### src/rtl/dot_round_pkg.sv
// ============================================================================
// Module : dot_round_pkg
// Brief  : Shared state encodings and score values for the dot round control.
// Rev    : 1.0  initial release
// ============================================================================
`default_nettype none

package dot_round_pkg;

    localparam logic [2:0] c_ST_IDLE       = 3'd0;
    localparam logic [2:0] c_ST_CLEAR      = 3'd1;
    localparam logic [2:0] c_ST_PLAY       = 3'd2;
    localparam logic [2:0] c_ST_DYING      = 3'd3;
    localparam logic [2:0] c_ST_LEVEL_DONE = 3'd4;
    localparam logic [2:0] c_ST_PAUSE      = 3'd5;
    localparam logic [2:0] c_ST_OVER       = 3'd6;

    typedef enum logic [2:0] {
        ST_IDLE       = c_ST_IDLE,
        ST_CLEAR      = c_ST_CLEAR,
        ST_PLAY       = c_ST_PLAY,
        ST_DYING      = c_ST_DYING,
        ST_LEVEL_DONE = c_ST_LEVEL_DONE,
        ST_PAUSE      = c_ST_PAUSE,
        ST_OVER       = c_ST_OVER
    } state_e;

    localparam logic [15:0] c_PTS_DOT   = 16'd10;
    localparam logic [15:0] c_PTS_POWER = 16'd50;
    localparam logic [15:0] c_PTS_GHOST = 16'd200;

endpackage

`default_nettype wire

### src/rtl/popcount32.sv
// ============================================================================
// Module : popcount32
// Brief  : Combinational count of set bits in a 32-bit word.
// Rev    : 1.0  initial release
// ============================================================================
`default_nettype none

module popcount32 (
    input  logic [31:0] i_data,
    output logic [5:0]  o_count
);

    always_comb begin
        o_count = '0;
        for (int i = 0; i < 32; i++) begin
            o_count = o_count + 6'(i_data[i]);
        end
    end

endmodule

`default_nettype wire

### src/rtl/dot_round_ctrl.sv
// ============================================================================
// Module : dot_round_ctrl
// Brief  : Round sequencer for a maze game: dot scoring, power mode, lives,
//          levels and inter-round pauses.
// Rev    : 1.0  initial release
// ============================================================================
`default_nettype none

module dot_round_ctrl
    import dot_round_pkg::*;
#(
    parameter int unsigned NUM_DOTS     = 32,
    parameter logic [31:0] POWER_MASK   = 32'h1000_0011,
    parameter int unsigned CLEAR_CYCLES = 4,
    parameter int unsigned PAUSE_FRAMES = 120,
    parameter int unsigned POWER_FRAMES = 360
) (
    input  logic                Clk,
    input  logic                Reset_n,
    input  logic                start,
    input  logic                frame_tick,
    input  logic [NUM_DOTS-1:0] eaten,
    input  logic                pac_hit,
    output logic                dot_clear,
    output logic [15:0]         score,
    output logic [5:0]          dots_left,
    output logic [3:0]          level,
    output logic [1:0]          lives,
    output logic                power_active,
    output logic [2:0]          state,
    output logic                game_over
);

    localparam int c_CLR_W   = (CLEAR_CYCLES > 1) ? $clog2(CLEAR_CYCLES) : 1;
    localparam int c_PAUSE_W = $clog2(PAUSE_FRAMES + 2);
    localparam int c_PWR_W   = $clog2(POWER_FRAMES + 1);

    logic [1:0]           r_rst_sync;
    logic                 w_rst_n;
    logic [2:0]           r_state;
    logic [2:0]           w_next;
    logic [31:0]          w_eaten_pad;
    logic [31:0]          r_eaten_q;
    logic [31:0]          w_new;
    logic [31:0]          w_new_pow;
    logic [5:0]           w_n_new;
    logic [5:0]           w_n_pow;
    logic [5:0]           w_n_eaten;
    logic [5:0]           w_left;
    logic                 r_pac_q;
    logic                 w_ghost;
    logic [17:0]          w_add;
    logic [17:0]          w_sum;
    logic [15:0]          w_score_sat;
    logic [15:0]          r_score;
    logic [5:0]           r_dots_left;
    logic [3:0]           r_level;
    logic [1:0]           r_lives;
    logic                 r_power;
    logic [c_PWR_W-1:0]   r_power_cnt;
    logic [c_CLR_W-1:0]   r_clr_cnt;
    logic [c_PAUSE_W-1:0] r_frame_cnt;
    logic [c_PAUSE_W-1:0] w_pause_cnt;
    logic                 r_after_level;

    // Assert asynchronously, release on a clock edge.
    always_ff @(posedge Clk or negedge Reset_n) begin
        if (!Reset_n) begin
            r_rst_sync <= 2'b00;
        end else begin
            r_rst_sync <= {r_rst_sync[0], 1'b1};
        end
    end
    assign w_rst_n = r_rst_sync[1];

    always_comb begin
        w_eaten_pad                 = '0;
        w_eaten_pad[NUM_DOTS-1:0]   = eaten;
    end

    assign w_new     = w_eaten_pad & ~r_eaten_q;
    assign w_new_pow = w_new & POWER_MASK;

    popcount32 u_pop_new   (.i_data(w_new),       .o_count(w_n_new));
    popcount32 u_pop_pow   (.i_data(w_new_pow),   .o_count(w_n_pow));
    popcount32 u_pop_eaten (.i_data(w_eaten_pad), .o_count(w_n_eaten));

    assign w_left  = 6'(NUM_DOTS) - w_n_eaten;
    assign w_ghost = r_power & pac_hit & ~r_pac_q;

    assign w_add = 18'(w_n_new - w_n_pow) * 18'(c_PTS_DOT)
                 + 18'(w_n_pow) * 18'(c_PTS_POWER)
                 + (w_ghost ? 18'(c_PTS_GHOST) : 18'd0);
    assign w_sum       = {2'b00, r_score} + w_add;
    assign w_score_sat = (w_sum > 18'h0FFFF) ? 16'hFFFF : w_sum[15:0];

    assign w_pause_cnt = r_frame_cnt + c_PAUSE_W'(frame_tick);

    always_comb begin
        w_next = r_state;
        case (r_state)
            c_ST_IDLE:       if (start) w_next = c_ST_CLEAR;
            c_ST_CLEAR:      if (r_clr_cnt == c_CLR_W'(CLEAR_CYCLES - 1)) w_next = c_ST_PLAY;
            c_ST_PLAY: begin
                // Finishing the level takes priority over a same-clock death.
                if (w_left == 6'd0)          w_next = c_ST_LEVEL_DONE;
                else if (pac_hit && !r_power) w_next = c_ST_DYING;
            end
            c_ST_DYING:      w_next = (r_lives <= 2'd1) ? c_ST_OVER : c_ST_PAUSE;
            c_ST_LEVEL_DONE: w_next = c_ST_PAUSE;
            c_ST_PAUSE: begin
                if (w_pause_cnt >= c_PAUSE_W'(PAUSE_FRAMES))
                    w_next = r_after_level ? c_ST_CLEAR : c_ST_PLAY;
            end
            c_ST_OVER:       if (start) w_next = c_ST_IDLE;
            default:         w_next = c_ST_IDLE;
        endcase
    end

    always_ff @(posedge Clk or negedge w_rst_n) begin
        if (!w_rst_n) begin
            r_state       <= c_ST_IDLE;
            r_eaten_q     <= '0;
            r_pac_q       <= 1'b0;
            r_score       <= '0;
            r_dots_left   <= 6'(NUM_DOTS);
            r_level       <= '0;
            r_lives       <= '0;
            r_power       <= 1'b0;
            r_power_cnt   <= '0;
            r_clr_cnt     <= '0;
            r_frame_cnt   <= '0;
            r_after_level <= 1'b0;
        end else begin
            r_state   <= w_next;
            r_pac_q   <= pac_hit;
            r_eaten_q <= (r_state == c_ST_CLEAR) ? '0 : w_eaten_pad;
            r_clr_cnt <= (r_state == c_ST_CLEAR && w_next == c_ST_CLEAR) ?
                         r_clr_cnt + c_CLR_W'(1) : '0;

            // A tick on the clock that enters PAUSE is its first counted frame.
            if (w_next == c_ST_PAUSE)
                r_frame_cnt <= (r_state == c_ST_PAUSE) ? w_pause_cnt : c_PAUSE_W'(frame_tick);
            else
                r_frame_cnt <= '0;

            if (r_state == c_ST_CLEAR || r_state == c_ST_PLAY)
                r_dots_left <= w_left;

            case (r_state)
                c_ST_IDLE: begin
                    if (start) begin
                        r_score <= '0;
                        r_level <= 4'd1;
                        r_lives <= 2'd3;
                    end
                end
                c_ST_PLAY:  r_score <= w_score_sat;
                c_ST_DYING: begin
                    if (r_lives != 2'd0) r_lives <= r_lives - 2'd1;
                    r_after_level <= 1'b0;
                end
                c_ST_LEVEL_DONE: begin
                    if (r_level != 4'hF) r_level <= r_level + 4'd1;
                    r_after_level <= 1'b1;
                end
                default: ;
            endcase

            if (r_state == c_ST_LEVEL_DONE || (r_state == c_ST_IDLE && start)) begin
                r_power     <= 1'b0;
                r_power_cnt <= '0;
            end else if (r_state == c_ST_PLAY && w_new_pow != 32'd0) begin
                r_power     <= 1'b1;
                r_power_cnt <= c_PWR_W'(POWER_FRAMES);
            end else if (r_power && frame_tick) begin
                r_power_cnt <= r_power_cnt - c_PWR_W'(1);
                if (r_power_cnt <= c_PWR_W'(1)) r_power <= 1'b0;
            end
        end
    end

    assign dot_clear    = ~w_rst_n | (r_state == c_ST_CLEAR);
    assign score        = r_score;
    assign dots_left    = r_dots_left;
    assign level        = r_level;
    assign lives        = r_lives;
    assign power_active = r_power;
    assign state        = r_state;
    assign game_over    = (r_state == c_ST_OVER);

endmodule

`default_nettype wire

### config.mk
export PLATFORM = sky130hd
export DESIGN_NAME = dot_round_ctrl
export DESIGN_NICKNAME = d
export VERILOG_FILES = /design/src/rtl/dot_round_pkg.sv /design/src/rtl/popcount32.sv /design/src/rtl/dot_round_ctrl.sv
export SDC_FILE = /design/constraint.sdc
export NUM_CORES = 1
export LEC_CHECK = 0
export ABC_AREA = 0
export BUFFER_PORTS_ARGS = -buffer_cell sky130_fd_sc_hd__buf_2
export CAP_MARGIN = 10
export CORE_AREA = 2 2 121 123
export CTS_CLUSTER_DIAMETER = 40
export DETAILED_ROUTE_END_ITERATION = 10
export DIE_AREA = 0 0 123 125
export HOLD_SLACK_MARGIN = 0.02
export PLACE_DENSITY = 0.81
export SKIP_CTS_REPAIR_TIMING = 1
export SLEW_MARGIN = 20
export SYNTH_ARGS = -nofsm -noshare
export SYNTH_HDL_FRONTEND = slang
export SYNTH_SLANG_ARGS = --single-unit
export TNS_END_PERCENT = 50
### constraint.sdc
create_clock -name Clk -period 4.3 [get_ports Clk]
set_input_delay 1.29 -clock Clk [delete_from_list [all_inputs] [get_ports Clk]]
set_output_delay 1.29 -clock Clk [all_outputs]
set_load 0.05 [all_outputs]
==> impl_metrics.env, run 1 <==
export IMPL_status="complete, but fails checks"
export IMPL_violations="setup timing"
export IMPL_finalWirelength_um=19400
export IMPL_routabilityCongestion=0.910
export IMPL_clock_path_buffers=2
export IMPL_critPathLaunchType="input pin"
export IMPL_max_slew_margin_pct=34.6
export IMPL_synth_seq_cells=86
export IMPL_numCtsBuffers=9
export IMPL_post_route_drc_count=0
export IMPL_die_area_um2=15400
export IMPL_drtIter0Drc=475
export IMPL_gr_usage_met1_pct=33.4
export IMPL_slew_violations=0
export IMPL_slowest_stage="fa_1"
export IMPL_synth_top_area_share_pct=27.9
export IMPL_syn_area_um2=7620
export IMPL_initial_core_util_pct=53.7
export IMPL_ys_top_cells_by_area="dfrtp_1 (28%), fa_1 (17%), ha_1 (17%), inv_1 (7.6%), nor2_1 (3.8%)"
export IMPL_synth_seq_area_share_pct=28.2
export IMPL_final_hold_viol_count=0
export IMPL_synth_area_leader_cell="dfrtp_1"
export IMPL_antenna_left=0
export IMPL_drive_gt1_share_pct=28.7
export IMPL_synthXorXnorAreaFrac_pct=4.69
export IMPL_die_height_um=125
export IMPL_worst_slew_pin_slew_ns=0.978
export IMPL_final_area_um2=9660
export IMPL_gr_usage_met3_pct=4.38
export IMPL_via_per_inst=5.42
export IMPL_synth_top_family_by_area="adder cells"
export IMPL_fin_crit_sh_pct=243
export IMPL_syn2layout_area_growth_pct=26.7
export IMPL_synth_edff_count=0
export IMPL_cp_end_kind="register"
export IMPL_cp_max_fo=6
export IMPL_rsz0062_at_grt="true"
export IMPL_synth_yosys_warnings=0
export IMPL_hpwl_um=14400
export IMPL_htree_levels=3
export IMPL_timing_fmax_mhz=95.7
export IMPL_final_setup_skew_ns=0.00694
export IMPL_layout_min_cycle_time_ns=10.45
export IMPL_syn_inst=790
export IMPL_rows=44
export IMPL_synth_area_per_cell_um2=9.65
export IMPL_grt_pass1_vias=6506
export IMPL_insertion_delay_ns=0.35
export IMPL_ctsRootBufferMaster="clkbuf_16"
export IMPL_worst_slack_ns=-6.15
export IMPL_grt_ovfl_total=0
export IMPL_arrival_ns=10.68
export IMPL_core_um2=14200
export IMPL_finalSetupViolations=25
export IMPL_grtUsageTotal_pct=25.5
export IMPL_pre_cts_ws_ns=-6.40
export IMPL_yosysMostFrequentCell="inv_1"
export IMPL_path_clk_slew_ns=0.07
export IMPL_tns_ns=-113.35
export IMPL_synthAdderAreaFrac_pct=33.8
export IMPL_io_buffers=70
export IMPL_placed_area_um2=9090
export IMPL_hold_path_class="reg -> reg"
export IMPL_use_met2_pct=43.5
export IMPL_drv_cap=0
export IMPL_synth_cell_types=56
export IMPL_antenna_found_initial=0
export IMPL_grt_max_degree=85
export IMPL_muxShareOfSynthArea_pct=1.15
export IMPL_antenna_cells=0
export IMPL_nets=1182
export IMPL_required_ns=4.53
export IMPL_top_usage_layer="met2"
export IMPL_grt_first_pass_wirelength_um=30600
export IMPL_synth_fp_nets=994
export IMPL_ios=71
export IMPL_ff2ff_setup_slack_ns=-5.51
export IMPL_cts_tree="done"
export IMPL_synthArstFlopShare_pct=100
export IMPL_synth_compound_area_share_pct=11.2
export IMPL_first_pass_iters=5
export IMPL_cp_common_cell="fa_1"
export IMPL_clock_sinks=86
export IMPL_die_w_um=123
export IMPL_vias=6323
export IMPL_worst_setup_path_type="in -> reg"
export IMPL_synth_top_flop_cell="dfrtp_1"
export IMPL_synth_simple_area_share_pct=12.4
export IMPL_detail_route_wl_per_cell_um=16.6
export IMPL_cpPeakStageDelay_ns=0.52
export IMPL_synth_common_cells="inv_1 (154), ha_1 (102), dfrtp_1 (85), nor2_1 (78), fa_1 (65)"
## worst paths after layout
check / startpoint / end / cells after the start
setup / recovery: eaten[0] / score[7] / 40
setup reg to reg: r_eaten_q[18] / score[7] / 39
hold / removal: r_rst_sync[0] / r_rst_sync[1] / 0
min in group asynchronous: r_rst_sync[1] / dots_left[4] / 1
hold reg to reg: r_rst_sync[0] / r_rst_sync[1] / 0
max in group asynchronous: r_rst_sync[1] / r_eaten_q[29] / 1
## stage by stage
step	std cells	hold slack (ns)	util (%)
3_5_place_dp	1143	0.366	64.0
3_3_place_gp	1143	0.340	64.0
4_1_cts	1159	0.384	65.9
5_1_grt	1167	0.392	68.0
2_1_floorplan	790	0.331	-
6_report	1167	0.371	68.0
## sequential cells by signal, indices dropped and copies added (netlist names), 3 cells and up
| register | count |
|---|---|
| r_power_cnt | 9 |
| r_eaten_q | 32 |
| dots_left | 6 |
| score | 16 |
| state | 3 |
| r_frame_cnt | 7 |
| level | 4 |
## logic make-up after synthesis
logic type / Yosys count
mux: 8
fa+ha+maj: 167
simple gates: 197
buf+inv: 168
flops: 86
compound gates: 123
other cells: 1
xor+xnor: 40
## worst max-delay path, delay by kind of cell
kind / cells / cell delay, ns
fa+ha+maj: 15 / 5.86
xor+xnor: 3 / 0.53
buf+inv: 8 / 0.80
compound gates: 13 / 2.07
simple gates: 1 / 0.13
## metal layers
| layer | routed length, um | vias up | part of all wire, % |
|---|---|---|---|
| li1 | - | 2930 | - |
| met1 | 8200 | 3129 | 42 |
| met2 | 9760 | 220 | 50 |
| met3 | 956 | 44 | 4.9 |
| met4 | 468 | 0 | 2.4 |
| met5 | 0 | - | 0 |
## area by class of cell
| type | count | area, um2 |
|---|---|---|
| Clock inverter | 5 | 36.3 |
| Sequential cell | 86 | 2160 |
| Clock buffer | 11 | 233 |
| Timing Repair Buffer | 191 | 1320 |
| Tap cell | 184 | 230 |
| Multi-Input combinational cell | 536 | 5110 |
| Inverter | 154 | 581 |
| Fill cell | 991 | 4540 |
## cells in the final DEF, fill, tap and decap left out, types with 7 or more instances in the layout
cell	count
inv_1	148
buf_4	117
ha_1	93
dfrtp_1	84
nor2_1	77
buf_2	68
fa_1	58
a21oi_1	47
nand2_1	33
nand2b_1	22
xnor2_1	22
xor2_1	15
a21o_1	11
nand3_1	11
o21ai_0	11
nor3_1	11
clkbuf_16	10
nor2b_1	9
ha_4	8
a31oi_2	7
fa_2	7
Power of run 1 is not shown: default switching activity piles up to over one toggle a cycle in this logic, so the estimate is an artifact.
==> run 2, diff against run 1 <==
- CORE_AREA: 2 2 121 123 -> 2 2 151 153
- CTS_CLUSTER_DIAMETER: 40 -> unset
- DIE_AREA: 0 0 123 125 -> 0 0 153 155
- PLACE_DENSITY: 0.81 -> 0.58
==> run 2 against run 1 <==
The flow still finishes with violations (setup timing). Sequential cell count stayed put. Routed wire length decreased by 8.0%. Cell area up 1.4%. Sequential share of layout area is 0.30 points lower. Via count fell by 8.2%. Register-to-register slack better by 0.25 ns. Die area is 54% higher. Non-clock buffer count decreased by 1. Clock skew grew 0.0032 ns. Global-route usage decreased by 9.7 points. First-iteration DRC count down 46%. Hold slack got worse by 0.21 ns. Highest routed layer unchanged.
==> impl_metrics.env, run 2 (synthesis gave the netlist of run 1 again) <==
export IMPL_clock_path_buffers=2
export IMPL_nets=1181
export IMPL_routabilityCongestion=0.812
export IMPL_grt_pass1_vias=6165
export IMPL_htree_levels=3
export IMPL_layout_min_cycle_time_ns=10.20
export IMPL_hpwl_um=14300
export IMPL_worst_path_buf_inv=7
export IMPL_required_ns=4.54
export IMPL_cp_max_fo=8
export IMPL_rsz0062_at_grt="true"
export IMPL_holdWs_ns=0.163
export IMPL_timing_fmax_mhz=98.0
export IMPL_io_buffers=70
export IMPL_largest_reg_flops=32
export IMPL_drtIter0Drc=258
export IMPL_worst_slew_pin_slew_ns=0.962
export IMPL_via_per_inst=4.58
export IMPL_syn2layout_area_growth_pct=28.5
export IMPL_worst_slack_ns=-5.90
export IMPL_final_area_um2=9800
export IMPL_numCtsBuffers=9
export IMPL_detail_route_wl_per_cell_um=14.1
export IMPL_cp_depth=39
export IMPL_antenna_cells=0
export IMPL_violations="setup timing"
export IMPL_clock_sinks=86
export IMPL_slowest_stage="fa_1"
export IMPL_finalSetupViolations=25
export IMPL_grt_ovfl_total=0
export IMPL_slew_violations=0
export IMPL_rows=55
export IMPL_max_slew_margin_pct=35.9
export IMPL_timing_rr_start="r_eaten_q[12]"
export IMPL_critPathLaunchType="input pin"
export IMPL_final_setup_skew_ns=0.0102
export IMPL_cpPeakStageDelay_ns=0.53
export IMPL_pre_cts_ws_ns=-6.30
export IMPL_first_pass_iters=4
export IMPL_die_height_um=155
export IMPL_mostFrequentLayoutCell="inv_1"
export IMPL_fin_crit_sh_pct=237
export IMPL_path_clk_slew_ns=0.07
export IMPL_ios=71
export IMPL_cp_end_kind="register"
export IMPL_grt_first_pass_wirelength_um=29900
export IMPL_drive_gt1_share_pct=28.9
export IMPL_crit_family="adder cells"
export IMPL_vias=5802
export IMPL_hold_path_class="reg -> async"
export IMPL_ctsRootBufferMaster="clkbuf_16"
export IMPL_regMostFlops="r_eaten_q"
export IMPL_die_w_um=153
export IMPL_cp_startpoint="eaten[0]"
export IMPL_status="complete, but fails checks"
export IMPL_fillers=2162
export IMPL_grt_max_degree=73
export IMPL_antenna_left=0
export IMPL_post_route_drc_count=0
export IMPL_worst_setup_path_type="in -> reg"
export IMPL_die_area_um2=23700
export IMPL_antenna_found_initial=0
export IMPL_cts_tree="done"
export IMPL_core_um2=22200
export IMPL_post_route_util_pct=44.1
export IMPL_finalWirelength_um=17800
export IMPL_grtUsageTotal_pct=15.8
export IMPL_arrival_ns=10.44
export IMPL_layout_common_cells="inv_1 (142), buf_4 (117), ha_1 (91)"
export IMPL_initial_core_util_pct=34.3
export IMPL_final_hold_viol_count=0
export IMPL_drv_cap=0
export IMPL_placed_area_um2=9240
export IMPL_insertion_delay_ns=0.36
export IMPL_r2r_cells=38
export IMPL_cp_common_cell="fa_1"
run 2: path summary, 6_finish.rpt:
kind / to / slack, ns
setup / recovery: score[4] / -5.90
hold / removal: dots_left[4] / 0.16
setup reg to reg: score[4] / -5.26
hold reg to reg: dots_left[4] / 0.16
max in group asynchronous: r_eaten_q[3] / 2.95
min in group Clk: r_rst_sync[1] / 0.35
run 2: layout make-up:
type | instances | area, um2 | area share, %
well taps | 285 | 357 | 3.64
repair buffers | 190 | 1310 | 13.3
multi-input cells | 536 | 5100 | 52.1
clock buffers | 9 | 225 | 2.30
clock inverters | 7 | 71.3 | 0.728
inverters | 154 | 581 | 5.93
flip-flops and latches | 86 | 2160 | 22.0
run 2: worst register-to-register path: cells and delay by family, from the launching register on:
| kind | cells | cell delay, ns |
|---|---|---|
| buffers and inverters | 7 | 0.57 |
| adders and majority gates | 14 | 5.79 |
| AOI/OAI and AO/OA | 11 | 1.76 |
| xor gates and xnor gates | 2 | 0.40 |
| and+or+nand+nor | 4 | 0.57 |
| DFF | 1 | 0.37 |
run 2: layer usage:
| layer | global-route usage, % | routed length [um] | vias to the layer above |
|---|---|---|---|
| met3 | 2.84 | 434 | 15 |
| met5 | 0 | 0 | - |
| met4 | 4.19 | 246 | 0 |
| met1 | 20.5 | 8470 | 2794 |
| met2 | 27.2 | 8690 | 55 |
| li1 | - | - | 2938 |
run 2: stage by stage:
| stage | setup TNS (ns) | cells |
|---|---|---|
| floorplan | -110.63 | 790 |
| global placement | -120.45 | 1247 |
| detailed placement | -121.43 | 1247 |
| CTS | -112.22 | 1263 |
| global route | -115.89 | 1267 |
| finish | -108.53 | 1267 |
Power of run 2 is left out for the same reason.
==> run 3, diff against run 2 <==
- CELL_PAD_IN_SITES_DETAIL_PLACEMENT: unset -> 0
- CELL_PAD_IN_SITES_GLOBAL_PLACEMENT: unset -> 1
- PLACE_DENSITY: 0.58 -> unset
- PLACE_DENSITY_LB_ADDON: unset -> 0.1
==> run 3 against run 2 <==
The flow still finishes with violations (setup timing). Hold slack improved by 0.21 ns. Count of clock-buffer cells in the layout unchanged. Sequential cell count unchanged. Die area unchanged. Setup slack got worse by 0.076 ns. Routed wire length increased by 6.4%. Clock skew increased by 0.00079 ns. Maximum frequency decreased by 0.74%. Register-to-register slack got worse by 0.06 ns. Global-route usage increased by 1.2 points. Critical endpoint is now score[8].
==> impl_metrics.env, run 3 (synthesis gave the netlist of run 1 again) <==
export IMPL_status="complete, but fails checks"
export IMPL_violations="setup timing"
export IMPL_drive_gt1_share_pct=29.7
export IMPL_rsz0062_at_grt="true"
export IMPL_core_um2=22200
export IMPL_worst_slew_pin_slew_ns=0.931
export IMPL_holdWs_ns=0.376
export IMPL_max_slew_margin_pct=37.7
export IMPL_cp_common_cell="fa_1"
export IMPL_final_hold_viol_count=0
export IMPL_worst_setup_path_type="in -> reg"
export IMPL_drtIter0Drc=214
export IMPL_grtUsageTotal_pct=16.9
export IMPL_io_buffers=70
export IMPL_die_height_um=155
export IMPL_ctsRootBufferMaster="clkbuf_16"
export IMPL_timing_fmax_mhz=97.3
export IMPL_path_clk_slew_ns=0.07
export IMPL_critPathLaunchType="input pin"
export IMPL_initial_core_util_pct=34.3
export IMPL_nets=1188
export IMPL_drv_cap=0
export IMPL_final_setup_skew_ns=0.0110
export IMPL_first_pass_iters=4
export IMPL_syn2layout_area_growth_pct=29.6
export IMPL_finalWirelength_um=19000
export IMPL_slew_violations=0
export IMPL_htree_levels=3
export IMPL_layout_min_cycle_time_ns=10.28
export IMPL_post_route_drc_count=0
export IMPL_regMostFlops="r_eaten_q"
export IMPL_cts_tree="done"
export IMPL_insertion_delay_ns=0.36
export IMPL_antenna_left=0
export IMPL_required_ns=4.51
export IMPL_cpPeakStageDelay_ns=0.52
export IMPL_hpwl_um=15300
export IMPL_die_area_um2=23700
export IMPL_ios=71
export IMPL_grt_ovfl_total=0
export IMPL_arrival_ns=10.49
export IMPL_pre_cts_ws_ns=-6.52
export IMPL_cp_max_fo=8
export IMPL_layout_common_cells="inv_1 (146), buf_4 (124), ha_1 (89)"
export IMPL_largest_reg_flops=32
export IMPL_fin_crit_sh_pct=239
export IMPL_vias=5895
export IMPL_detail_route_wl_per_cell_um=14.9
export IMPL_grt_first_pass_wirelength_um=32200
export IMPL_cp_end_kind="register"
export IMPL_finalSetupViolations=25
export IMPL_via_per_inst=4.63
export IMPL_mostFrequentLayoutCell="inv_1"
export IMPL_fillers=2169
export IMPL_slowest_stage="fa_1"
export IMPL_die_w_um=153
export IMPL_clock_path_buffers=2
export IMPL_routabilityCongestion=0.823
export IMPL_antenna_found_initial=0
export IMPL_worst_slack_ns=-5.98
export IMPL_antenna_cells=0
export IMPL_grt_pass1_vias=6473
export IMPL_grt_max_degree=85
export IMPL_hold_path_class="reg -> reg"
export IMPL_rows=55
export IMPL_clock_sinks=86
export IMPL_numCtsBuffers=9
run 3: cell count changes in the layout (fill, tap and decap cells not counted), sizes merged:
cell and delta:
inv -2, buf +7, clkinv +1, clkinvlp +1
run 3: layer usage:
| metal | global-route usage, % | up-vias | wire [um] |
|---|---|---|---|
| met1 | 23.5 | 2875 | 9320 |
| met3 | 1.84 | 16 | 470 |
| met4 | 5.51 | 0 | 296 |
| met5 | 0 | - | 0 |
| met2 | 27.8 | 67 | 8880 |
| li1 | - | 2937 | - |
run 3: worst paths after layout:
path,startpoint,end,slack (ns),depth (start not counted)
worst min-delay path,r_rst_sync[0],r_rst_sync[1],0.38,0
worst max-delay path,eaten[1],score[8],-5.98,41
min in group asynchronous,r_rst_sync[1],r_clr_cnt[1],0.49,1
max in group asynchronous,r_rst_sync[1],r_eaten_q[8],3.25,1
worst max register to register,r_eaten_q[12],score[8],-5.32,40
worst min register to register,r_rst_sync[0],r_rst_sync[1],0.38,0
run 3: metrics by stage:
step | std cells | util (%) | instance area, um2 | setup TNS [ns]
detailed placement | 1254 | 41.7 | 9280 | -125.00
CTS | 1270 | 43.0 | 9560 | -116.73
global placement | 1254 | 41.7 | 9280 | -122.28
global route | 1274 | 44.4 | 9880 | -119.46
floorplan | 790 | - | 7700 | -110.63
finish | 1274 | 44.4 | 9880 | -110.45
run 3: final cells by class:
type	instances	area, um2	share of cell area [%]
multi-input cells	536	5150	52.2
flip-flops and latches	86	2160	21.8
repair buffers	197	1350	13.7
inverters	154	581	5.88
well taps	285	357	3.61
clock buffers	9	225	2.28
clock inverters	7	55.1	0.557
run 3: worst max-delay path, delay by kind of cell:
family                     cells  cell delay (ns)
xor gates and xnor gates       3             0.42
AOI/OAI and AO/OA              8             1.27
buffers and inverters         10             0.77
adders and majority gates     16             6.15
and+or+nand+nor                4             0.58
Power of run 3 is left out for the same reason.
